<file path="src/rtl/phy_pkg.sv">
// Shared definitions for the N-lane PHY transmitter.
//   COM_SYM_DEF / IDL_SYM_DEF : default 8-bit comma and idle symbols
//   phy_state_e                : link-training state encoding
package phy_pkg;

    localparam logic [7:0] COM_SYM_DEF = 8'hBC;
    localparam logic [7:0] IDL_SYM_DEF = 8'h7C;

    typedef enum logic [1:0] {
        OFF  = 2'd0,
        SYNC = 2'd1,
        DATA = 2'd2
    } phy_state_e;

endpackage

</file>
<file path="src/rtl/phy_ser_lane.sv">
// One serial lane: a W-bit load/shift register, MSB out first.
//   clk_i   : bit clock
//   clr_i   : synchronous clear (highest priority)
//   load_i  : parallel load of data_i
//   shift_i : shift left by one, zero fill
//   data_i  : word to load
//   ser_o   : serial output (register MSB)
module phy_ser_lane #(
    parameter int unsigned W = 8
) (
    input  logic         clk_i,
    input  logic         clr_i,
    input  logic         load_i,
    input  logic         shift_i,
    input  logic [W-1:0] data_i,
    output logic         ser_o
);

    logic [W-1:0] shreg_q;

    always_ff @(posedge clk_i) begin
        if (clr_i) begin
            shreg_q <= '0;
        end else if (load_i) begin
            shreg_q <= data_i;
        end else if (shift_i) begin
            shreg_q <= {shreg_q[W-2:0], 1'b0};
        end
    end

    assign ser_o = shreg_q[W-1];

endmodule

</file>
<file path="src/rtl/phy_tx_nlane.sv">
// N-lane PHY transmitter with link training.
// Each enable (or reset release with enable high) sends SYNC_WORDS comma
// words on every lane, then streams data words; a lane with validin low
// in a data slot sends the idle symbol.
//   clk_8f     : bit clock
//   reset      : synchronous, active-high
//   enable     : link enable; low forces the link off
//   validin    : per-lane data valid, sampled with entrada
//   entrada    : lane i word = entrada[i*W +: W]
//   ready      : high in the cycle whose closing edge samples entrada
//   active     : high while in DATA
//   salida_ser : serial bit per lane, MSB first
module phy_tx_nlane
    import phy_pkg::*;
#(
    parameter int unsigned   LANES      = 2,
    parameter int unsigned   W          = 8,
    parameter int unsigned   SYNC_WORDS = 4,
    parameter logic [W-1:0]  COM_SYM    = W'(COM_SYM_DEF),
    parameter logic [W-1:0]  IDL_SYM    = W'(IDL_SYM_DEF)
) (
    input  logic               clk_8f,
    input  logic               reset,
    input  logic               enable,
    input  logic [LANES-1:0]   validin,
    input  logic [LANES*W-1:0] entrada,
    output logic               ready,
    output logic               active,
    output logic [LANES-1:0]   salida_ser
);

    localparam int unsigned CNT_W  = (W > 1) ? $clog2(W) : 1;
    localparam int unsigned WCNT_W = $clog2(SYNC_WORDS + 1);
    localparam logic [CNT_W-1:0]  CNT_LAST  = CNT_W'(W - 1);
    localparam logic [WCNT_W-1:0] WCNT_LAST = WCNT_W'(SYNC_WORDS - 1);

    phy_state_e        state_q, state_d;
    logic [CNT_W-1:0]  cnt_q, cnt_d;
    logic [WCNT_W-1:0] wcnt_q, wcnt_d;

    logic word_end;
    logic sync_last;
    logic lane_clr;
    logic lane_load;
    logic lane_shift;
    logic load_com;

    assign word_end  = (cnt_q == CNT_LAST);
    assign sync_last = (wcnt_q == WCNT_LAST);

    // State register
    always_ff @(posedge clk_8f) begin
        if (reset) begin
            state_q <= OFF;
            cnt_q   <= '0;
            wcnt_q  <= '0;
        end else begin
            state_q <= state_d;
            cnt_q   <= cnt_d;
            wcnt_q  <= wcnt_d;
        end
    end

    // Next state and counters; a falling enable beats a word boundary
    always_comb begin
        state_d = state_q;
        cnt_d   = cnt_q;
        wcnt_d  = wcnt_q;
        case (state_q)
            OFF: begin
                if (enable) begin
                    state_d = SYNC;
                    cnt_d   = '0;
                    wcnt_d  = '0;
                end
            end
            SYNC, DATA: begin
                if (!enable) begin
                    state_d = OFF;
                    cnt_d   = '0;
                    wcnt_d  = '0;
                end else if (word_end) begin
                    cnt_d = '0;
                    if (state_q == SYNC) begin
                        if (sync_last) begin
                            state_d = DATA;
                        end else begin
                            wcnt_d = wcnt_q + WCNT_W'(1);
                        end
                    end
                end else begin
                    cnt_d = cnt_q + CNT_W'(1);
                end
            end
            default: begin
                state_d = OFF;
                cnt_d   = '0;
                wcnt_d  = '0;
            end
        endcase
    end

    // Outputs and lane controls
    always_comb begin
        lane_clr   = reset;
        lane_load  = 1'b0;
        lane_shift = 1'b0;
        load_com   = 1'b0;
        ready      = 1'b0;
        active     = (state_q == DATA);
        if (!reset) begin
            case (state_q)
                OFF: begin
                    if (enable) begin
                        lane_load = 1'b1;
                        load_com  = 1'b1;
                    end
                end
                SYNC, DATA: begin
                    if (!enable) begin
                        lane_clr = 1'b1;
                    end else if (word_end) begin
                        lane_load = 1'b1;
                        load_com  = (state_q == SYNC) && !sync_last;
                        ready     = (state_q == DATA) || sync_last;
                    end else begin
                        lane_shift = 1'b1;
                    end
                end
                default: lane_clr = 1'b1;
            endcase
        end
    end

    for (genvar g = 0; g < LANES; g++) begin : g_lane
        logic [W-1:0] word;

        always_comb begin
            if (load_com) begin
                word = COM_SYM;
            end else if (validin[g]) begin
                word = entrada[g*W +: W];
            end else begin
                word = IDL_SYM;
            end
        end

        phy_ser_lane #(.W(W)) u_lane (
            .clk_i   (clk_8f),
            .clr_i   (lane_clr),
            .load_i  (lane_load),
            .shift_i (lane_shift),
            .data_i  (word),
            .ser_o   (salida_ser[g])
        );
    end

endmodule

</file>
<file path="config.mk">
export PLATFORM = sky130hd
export DESIGN_NAME = phy_tx_nlane
export DESIGN_NICKNAME = d
export VERILOG_FILES = /design/src/rtl/phy_pkg.sv /design/src/rtl/phy_ser_lane.sv /design/src/rtl/phy_tx_nlane.sv
export SDC_FILE = /design/constraint.sdc
export NUM_CORES = 1
export LEC_CHECK = 0
export BUFFER_PORTS_ARGS = -buffer_cell sky130_fd_sc_hd__buf_2
export CAP_MARGIN = 30
export CORE_ASPECT_RATIO = 1.75
export CORE_UTILIZATION = 45
export CTS_BUF_LIST = sky130_fd_sc_hd__clkbuf_4 sky130_fd_sc_hd__clkbuf_8
export DETAILED_ROUTE_END_ITERATION = 8
export PLACE_DENSITY_LB_ADDON = 0.1
export SYNTH_ARGS = -nofsm -noshare
export SYNTH_HDL_FRONTEND = slang
export SYNTH_HIERARCHICAL = 1
export SYNTH_SLANG_ARGS = --single-unit
</file>
<file path="constraint.sdc">
create_clock -name clk_8f -period 5.9 [get_ports clk_8f]
set_clock_uncertainty 0.15 [all_clocks]
set_input_delay 1.18 -clock clk_8f [delete_from_list [all_inputs] [get_ports clk_8f]]
set_output_delay 1.18 -clock clk_8f [all_outputs]
set_load 0.01 [all_outputs]
</file>
==> results of run 1 <==
## tightest hold or removal path, cell delays in order, from the launching register on
cell and delay (ns):
dfxtp_1 0.32, nand3_1 0.06, a21oi_1 0.06
## registers in the layout, indices dropped and copies added (netlist names)
register,cells
state_q,2
wcnt_q,3
g_lane.u_lane/shreg_q,16
cnt_q,3
## layout make-up
| cell class | instances | area (um^2) | area share [%] |
|---|---|---|---|
| Multi-Input combinational cell | 112 | 843 | 52.7 |
| Tap cell | 42 | 52.6 | 3.28 |
| Sequential cell | 24 | 480 | 30.0 |
| Inverter | 9 | 33.8 | 2.11 |
| Timing Repair Buffer | 26 | 135 | 8.44 |
| Clock buffer | 4 | 55.1 | 3.44 |
## routing by layer
layer  vias up  wire, um
met3         4        66
met1       534      1190
met2        16      1580
li1        589         -
met5         -         0
met4         0        40
## stage by stage
| stage | hold WS (ns) | total power, mW | setup WS, ns | instances |
|---|---|---|---|---|
| after global routing | 0.354 | 0.594 | 2.62 | 217 |
| after floorplan | 0.294 | 0.396 | 2.84 | 152 |
| after detailed placement | 0.327 | 0.440 | 2.71 | 213 |
| final | 0.330 | 0.545 | 2.71 | 217 |
| after CTS | 0.339 | 0.551 | 2.71 | 217 |
| after global placement | 0.323 | 0.434 | 2.71 | 213 |
## worst min path at each step
stage	end	slack (ns)	cells past startpoint
after global routing	wcnt_q[2]$_SDFFE_PP0P_	0.35	2
after floorplan	wcnt_q[2]$_SDFFE_PP0P_	0.29	2
final	wcnt_q[2]$_SDFFE_PP0P_	0.33	2
after global placement	wcnt_q[1]$_SDFFE_PP0P_	0.32	2
after CTS	wcnt_q[2]$_SDFFE_PP0P_	0.34	2
after detailed placement	wcnt_q[2]$_SDFFE_PP0P_	0.33	2
## power by group
group | internal, mW | switching [mW] | total, mW
clock | 0.0595 | 0.0509 | 0.110
combinational | 0.0887 | 0.133 | 0.221
sequential | 0.193 | 0.0198 | 0.213
total | 0.342 | 0.203 | 0.545
## cell usage in the layout (no fill, tap or decap), types with 5 or more instances in the layout
cell type / n
nand3_1: 5
nand3b_1: 11
ha_1: 9
mux2i_1: 15
nand2_1: 10
a211oi_1: 14
nor2b_1: 15
dfxtp_1: 24
buf_2: 24
inv_1: 9
a21oi_1: 9
## kinds of logic after synthesis
logic type      after synthesis  synth area share, %
simple gates                 58                 26.0
fa+ha+maj                     9                 7.96
mux                          16                 11.4
buf+inv                      16                 6.72
compound gates               29                 13.9
flops                        24                 34.0
==> impl_metrics.ini, run 1 <==
[global_route]
grt_pass1_wl_um = 5220
use_met1_pct = 22.9
antenna_found_initial = 0
grt_overflow = 0
grt.busiest_layer = met2
grt_pass1_vias = 1185
grt_use_total_pct = 19.8
met2_usage_pct = 35.1
use_met3_pct = 2.37
grt_max_degree = 21

[drt]
vias = 1143
drt-vias-per-instance = 5.27
wirelength_um = 2880
drt_first_iter_violations = 23
route.detailed.drc = 0
drtPass1Iterations = 4
ant_nets = 0
wire_per_inst_um = 13.2

[power_and_ir_drop]
power_per_cell_area_nw_per_um2 = 341
ir_drop_v = 0.000222
cellLeakagePower_nw = 0.655

[cells_and_area]
drive_above_1_share_pct = 20.6
syn2layout_area_growth_pct = 13.2
finalInstanceArea_um2 = 1600
fill_cells = 298
num_antenna_cells = 0
utilization_pct = 54.1
fin_nets = 206

[worst_setup_path]
critical_path_peak_fanout = 10
path_class = in -> out
critPathBufInv = 2
r2r-start = state_q[0]$_SDFFE_PP0P_
startpoint = enable
crit_path_end_kind = output port
cp-start-kind = primary input
required_ns = 4.57
cp_slowest_cell = nor3_1
cp_cell_sequence = buf_2, nand2_1, nor3_1, buf_2
r2r_setup_slack_ns = 3.50
path_common_cell = buf_2
path_delay_family = simple AND/OR/NAND/NOR gates
arrival_ns = 1.86
rr_endpoint = g_lane[1].u_lane/shreg_q[6]$_SDFFE_PP0P_
rr_worst_depth = 7
critPathMaxStageDelay_ns = 0.19
cp-endpoint = ready
cp_num_cells = 4

[synthesis]
syn-num-nets = 182
yosysSeqAreaShare_pct = 34.0
synth_warnings = 6
synth_edf_count = 0
yosysMostFrequentCell = dfxtp_1
synth_cell_types = 29
ys.flop_type = dfxtp_1
async_reset_ff_share_pct = 0
synth_top_area_share_pct = 34.0
synth_area_leaders = dfxtp_1 (34%), mux2i_1 (11%), ha_1 (8.0%), a211oi_1 (7.4%), nor2b_1 (6.6%)
yosysTopAreaCell = dfxtp_1
synth_area_um2 = 1410
netlist_instances = 152
syn_area_per_cell_um2 = 9.30
synth_common_cells = dfxtp_1 (24), mux2i_1 (15), nor2b_1 (15), a211oi_1 (14), nand3b_1 (11)
synth-seq-cells = 24

[clock_network]
clk_latency_ns = 0.26
cts.htree.levels = 1
root_buffer = clkbuf_8
cts_buffers = 3
cts_setup_buffers = 0
postCtsResizedCells = 0
clk_pin_slew_ns = 0.08
hold_buffers = 0
clockBufferDepth = 2
cts_tree = built
cts.sinks = 24

[sta]
rsz0062_at_grt = no
period_share_pct = 54.0
drv_slew = 0
tns_ns = 0
fmax_ghz = 0.314
period_needed_ns = 3.19
setup-violations-final = 0
max_slew_margin_pct = 59.5
worst_pin_slew_ns = 0.608
finalHoldViolCount = 0

[hold_path]
holdCritPathClass = reg -> reg
hp-start = wcnt_q[2]$_SDFFE_PP0P_

[floorplanning]
core_um2 = 2960
die_y_um = 76.2
die-area_um2 = 3380
fp-row-count = 26
start_util_pct = 47.8
die-width_um = 44.4
io_pins = 25

[placement]
place_area_um2 = 1550
io_buffer_count = 24
dp_hpwl_um = 2110
gp_congestion = 0.708

[status]
status = completed

[job]
drv_cap = 0
No activity file was read; power rests on OpenSTA's default activity.
==> inputs of run 2 (changes only) <==
--- a/config.mk
+++ b/config.mk
@@ -5,6 +5,7 @@
 export SDC_FILE = /design/constraint.sdc
 export NUM_CORES = 1
 export LEC_CHECK = 0
+export ABC_AREA = 1
 export BUFFER_PORTS_ARGS = -buffer_cell sky130_fd_sc_hd__buf_2
 export CAP_MARGIN = 30
 export CORE_ASPECT_RATIO = 1.75
==> constraint.sdc (replaced) <==
create_clock -name clk_8f -period 3.3 [get_ports clk_8f]
set_clock_uncertainty 0.15 [all_clocks]
set_input_delay 0.66 -clock clk_8f [delete_from_list [all_inputs] [get_ports clk_8f]]
set_output_delay 0.66 -clock clk_8f [all_outputs]
set_load 0.01 [all_outputs]
==> run 2 against run 1 <==
Routed wire length increased by 5.7%. Clock-buffer cell count decreased by 1. Worst hold slack got worse by 0.014 ns. Synthesized cell count increased by 60%. Register-to-register slack got worse by 2.4 ns. Power increased by 120%. Critical path depth increased by 3.
==> impl_metrics.ini, run 2 <==
[status]
status = completed

[cells_and_area]
drive_above_1_share_pct = 16.8
reg.largest.list = g_lane.u_lane/shreg_q (16), cnt_q (3), wcnt_q (3)
final_cell_mix = nand2_1 (91), inv_1 (37), nand3_1 (24), dfxtp_1 (24), buf_2 (24)
num_antenna_cells = 0
syn2layout_area_growth_pct = 14.2
largest_register = g_lane.u_lane/shreg_q
layout_commonest_cell = nand2_1
fin_nets = 299
largest_register_ffs = 16

[floorplanning]
fp-row-count = 27
die_y_um = 79.8
die-area_um2 = 3700
die-width_um = 46.4
core_um2 = 3210
start_util_pct = 48.5
io_pins = 25

[worst_setup_path]
critical_path_peak_fanout = 7
crit_path_end_kind = output port
startpoint = state_q[0]$_SDFFE_PP0P_
required_ns = 2.49
r2r-start = state_q[0]$_SDFFE_PP0P_
path_class = reg -> out
arrival_ns = 1.59
cp-start-kind = flop
r2r_setup_slack_ns = 1.12

[synthesis]
synth_area_leaders = dfxtp_1 (31%), nand2_1 (22%), inv_1 (8.9%), nand3_1 (7.7%), ha_1 (7.2%)
synth_area_um2 = 1560
syn-num-nets = 273
synth-seq-cells = 24
ys.flop_type = dfxtp_1
yosysSeqAreaShare_pct = 30.9
synth_top_area_share_pct = 30.9
yosysMostFrequentCell = nand2_1
synth_cell_types = 22
synth_common_cells = nand2_1 (91), inv_1 (37), dfxtp_1 (24), nand3_1 (24), nor2_1 (20)
synth_warnings = 6
syn_area_per_cell_um2 = 6.40
netlist_instances = 243
yosysTopAreaCell = dfxtp_1
async_reset_ff_share_pct = 0
synth_edf_count = 0

[sta]
fmax_ghz = 0.416
period_needed_ns = 2.40
setup-violations-final = 0
worst_pin_slew_ns = 0.306
drv_slew = 0
max_slew_margin_pct = 79.5
tns_ns = 0
period_share_pct = 72.8
finalHoldViolCount = 0
rsz0062_at_grt = no

[drt]
vias = 1434
drt_first_iter_violations = 17
drt-vias-per-instance = 4.61
route.detailed.drc = 0
ant_nets = 0
wirelength_um = 3040
wire_per_inst_um = 9.77
drtPass1Iterations = 4

[power_and_ir_drop]
ir_drop_v = 0.000462
cellLeakagePower_nw = 1.04
power_per_cell_area_nw_per_um2 = 673
power_mw = 1.19

[clock_network]
clockBufferDepth = 2
cts_buffers = 3
cts.sinks = 24
postCtsResizedCells = 0
hold_buffers = 0
root_buffer = clkbuf_8
cts_tree = built
cts.htree.levels = 1
clk_pin_slew_ns = 0.08
cts_setup_buffers = 0
clk_latency_ns = 0.26

[placement]
gp_congestion = 0.806
io_buffer_count = 24
dp_hpwl_um = 2400

[hold_path]
hp-start = g_lane[1].u_lane/shreg_q[0]$_SDFFE_PP0P_
holdCritPathClass = reg -> reg

[global_route]
grt_overflow = 0
grt_pass1_wl_um = 5170
grt_use_total_pct = 18.4
antenna_found_initial = 0
grt_pass1_vias = 1286
grt_max_degree = 21

[job]
drv_cap = 0
## run 2: cell count changes in the layout (fill, tap and decap cells not counted), moves of 4 or more
| cell | change |
|---|---|
| a211oi_1 | -14 |
| inv_1 | +28 |
| mux2i_1 | -15 |
| nand2_1 | +81 |
| nand3_1 | +19 |
| nand3b_1 | -11 |
| nor2_1 | +20 |
| nor2b_1 | -15 |
| o21ai_0 | +5 |
| or3_1 | -4 |
## run 2: worst max-delay path, stage by stage (launching register included)
cell     delay (ns)
dfxtp_1        0.39
inv_1          0.10
ha_1           0.34
nand2_4        0.09
inv_4          0.11
nand2_4        0.08
nor2_1         0.09
buf_2          0.13
## run 2: cell families after synthesis
kind of cell | count (synthesis) | share of synthesized area [%]
AO/OA/AOI/OAI | 17 | 5.63
XOR/XNOR | 1 | 0.563
adder cells (fa/ha/maj) | 9 | 7.24
AND/OR/NAND/NOR | 147 | 42.7
buffers and inverters | 45 | 13.0
flip-flops | 24 | 30.9
## run 2: layer usage
metal	track usage, %	vias to the layer above	part of all wire, %
met1	20.2	620	41
met2	34.3	19	55
met3	1.36	4	1.7
li1	-	791	-
met4	6.18	0	1.4
met5	0	-	0
## run 2: through the flow
step | instance area [um^2] | hold slack (ns) | std cells | worst slack [ns] | utilization, %
after floorplan | 1560 | 0.287 | 243 | 1.31 | -
after global placement | 1700 | 0.302 | 307 | 1.12 | 53.1
after detailed placement | 1700 | 0.307 | 307 | 1.12 | 53.1
after CTS | 1780 | 0.319 | 311 | 0.867 | 55.3
after global routing | 1780 | 0.345 | 311 | 0.785 | 55.3
final | 1780 | 0.316 | 311 | 0.898 | 55.3
## run 2: cell type report
cell class / count / area [um^2]
multi-input cells: 174 / 882
repair buffers: 26 / 135
inverters: 40 / 153
clock inverters: 1 / 30.0
well taps: 43 / 53.8
fillers: 352 / 1430
flip-flops and latches: 24 / 480
clock buffers: 3 / 41.3
## run 2: path summary, 6_finish.rpt
| kind | end | cells after the start |
|---|---|---|
| worst max-delay path | ready | 7 |
| worst min-delay path | g_lane[1].u_lane/shreg_q[0]$_SDFFE_PP0P_ | 2 |
| worst max register to register | g_lane[1].u_lane/shreg_q[1]$_SDFFE_PP0P_ | 12 |
| worst min register to register | g_lane[1].u_lane/shreg_q[0]$_SDFFE_PP0P_ | 2 |
## run 2: report_power, final
group | internal (mW) | switching, mW | leakage [nW]
Sequential | 0.351 | 0.0372 | 0.195
Clock | 0.162 | 0.0937 | 0.0357
Combinational | 0.188 | 0.363 | 0.809
Total | 0.701 | 0.494 | 1.04
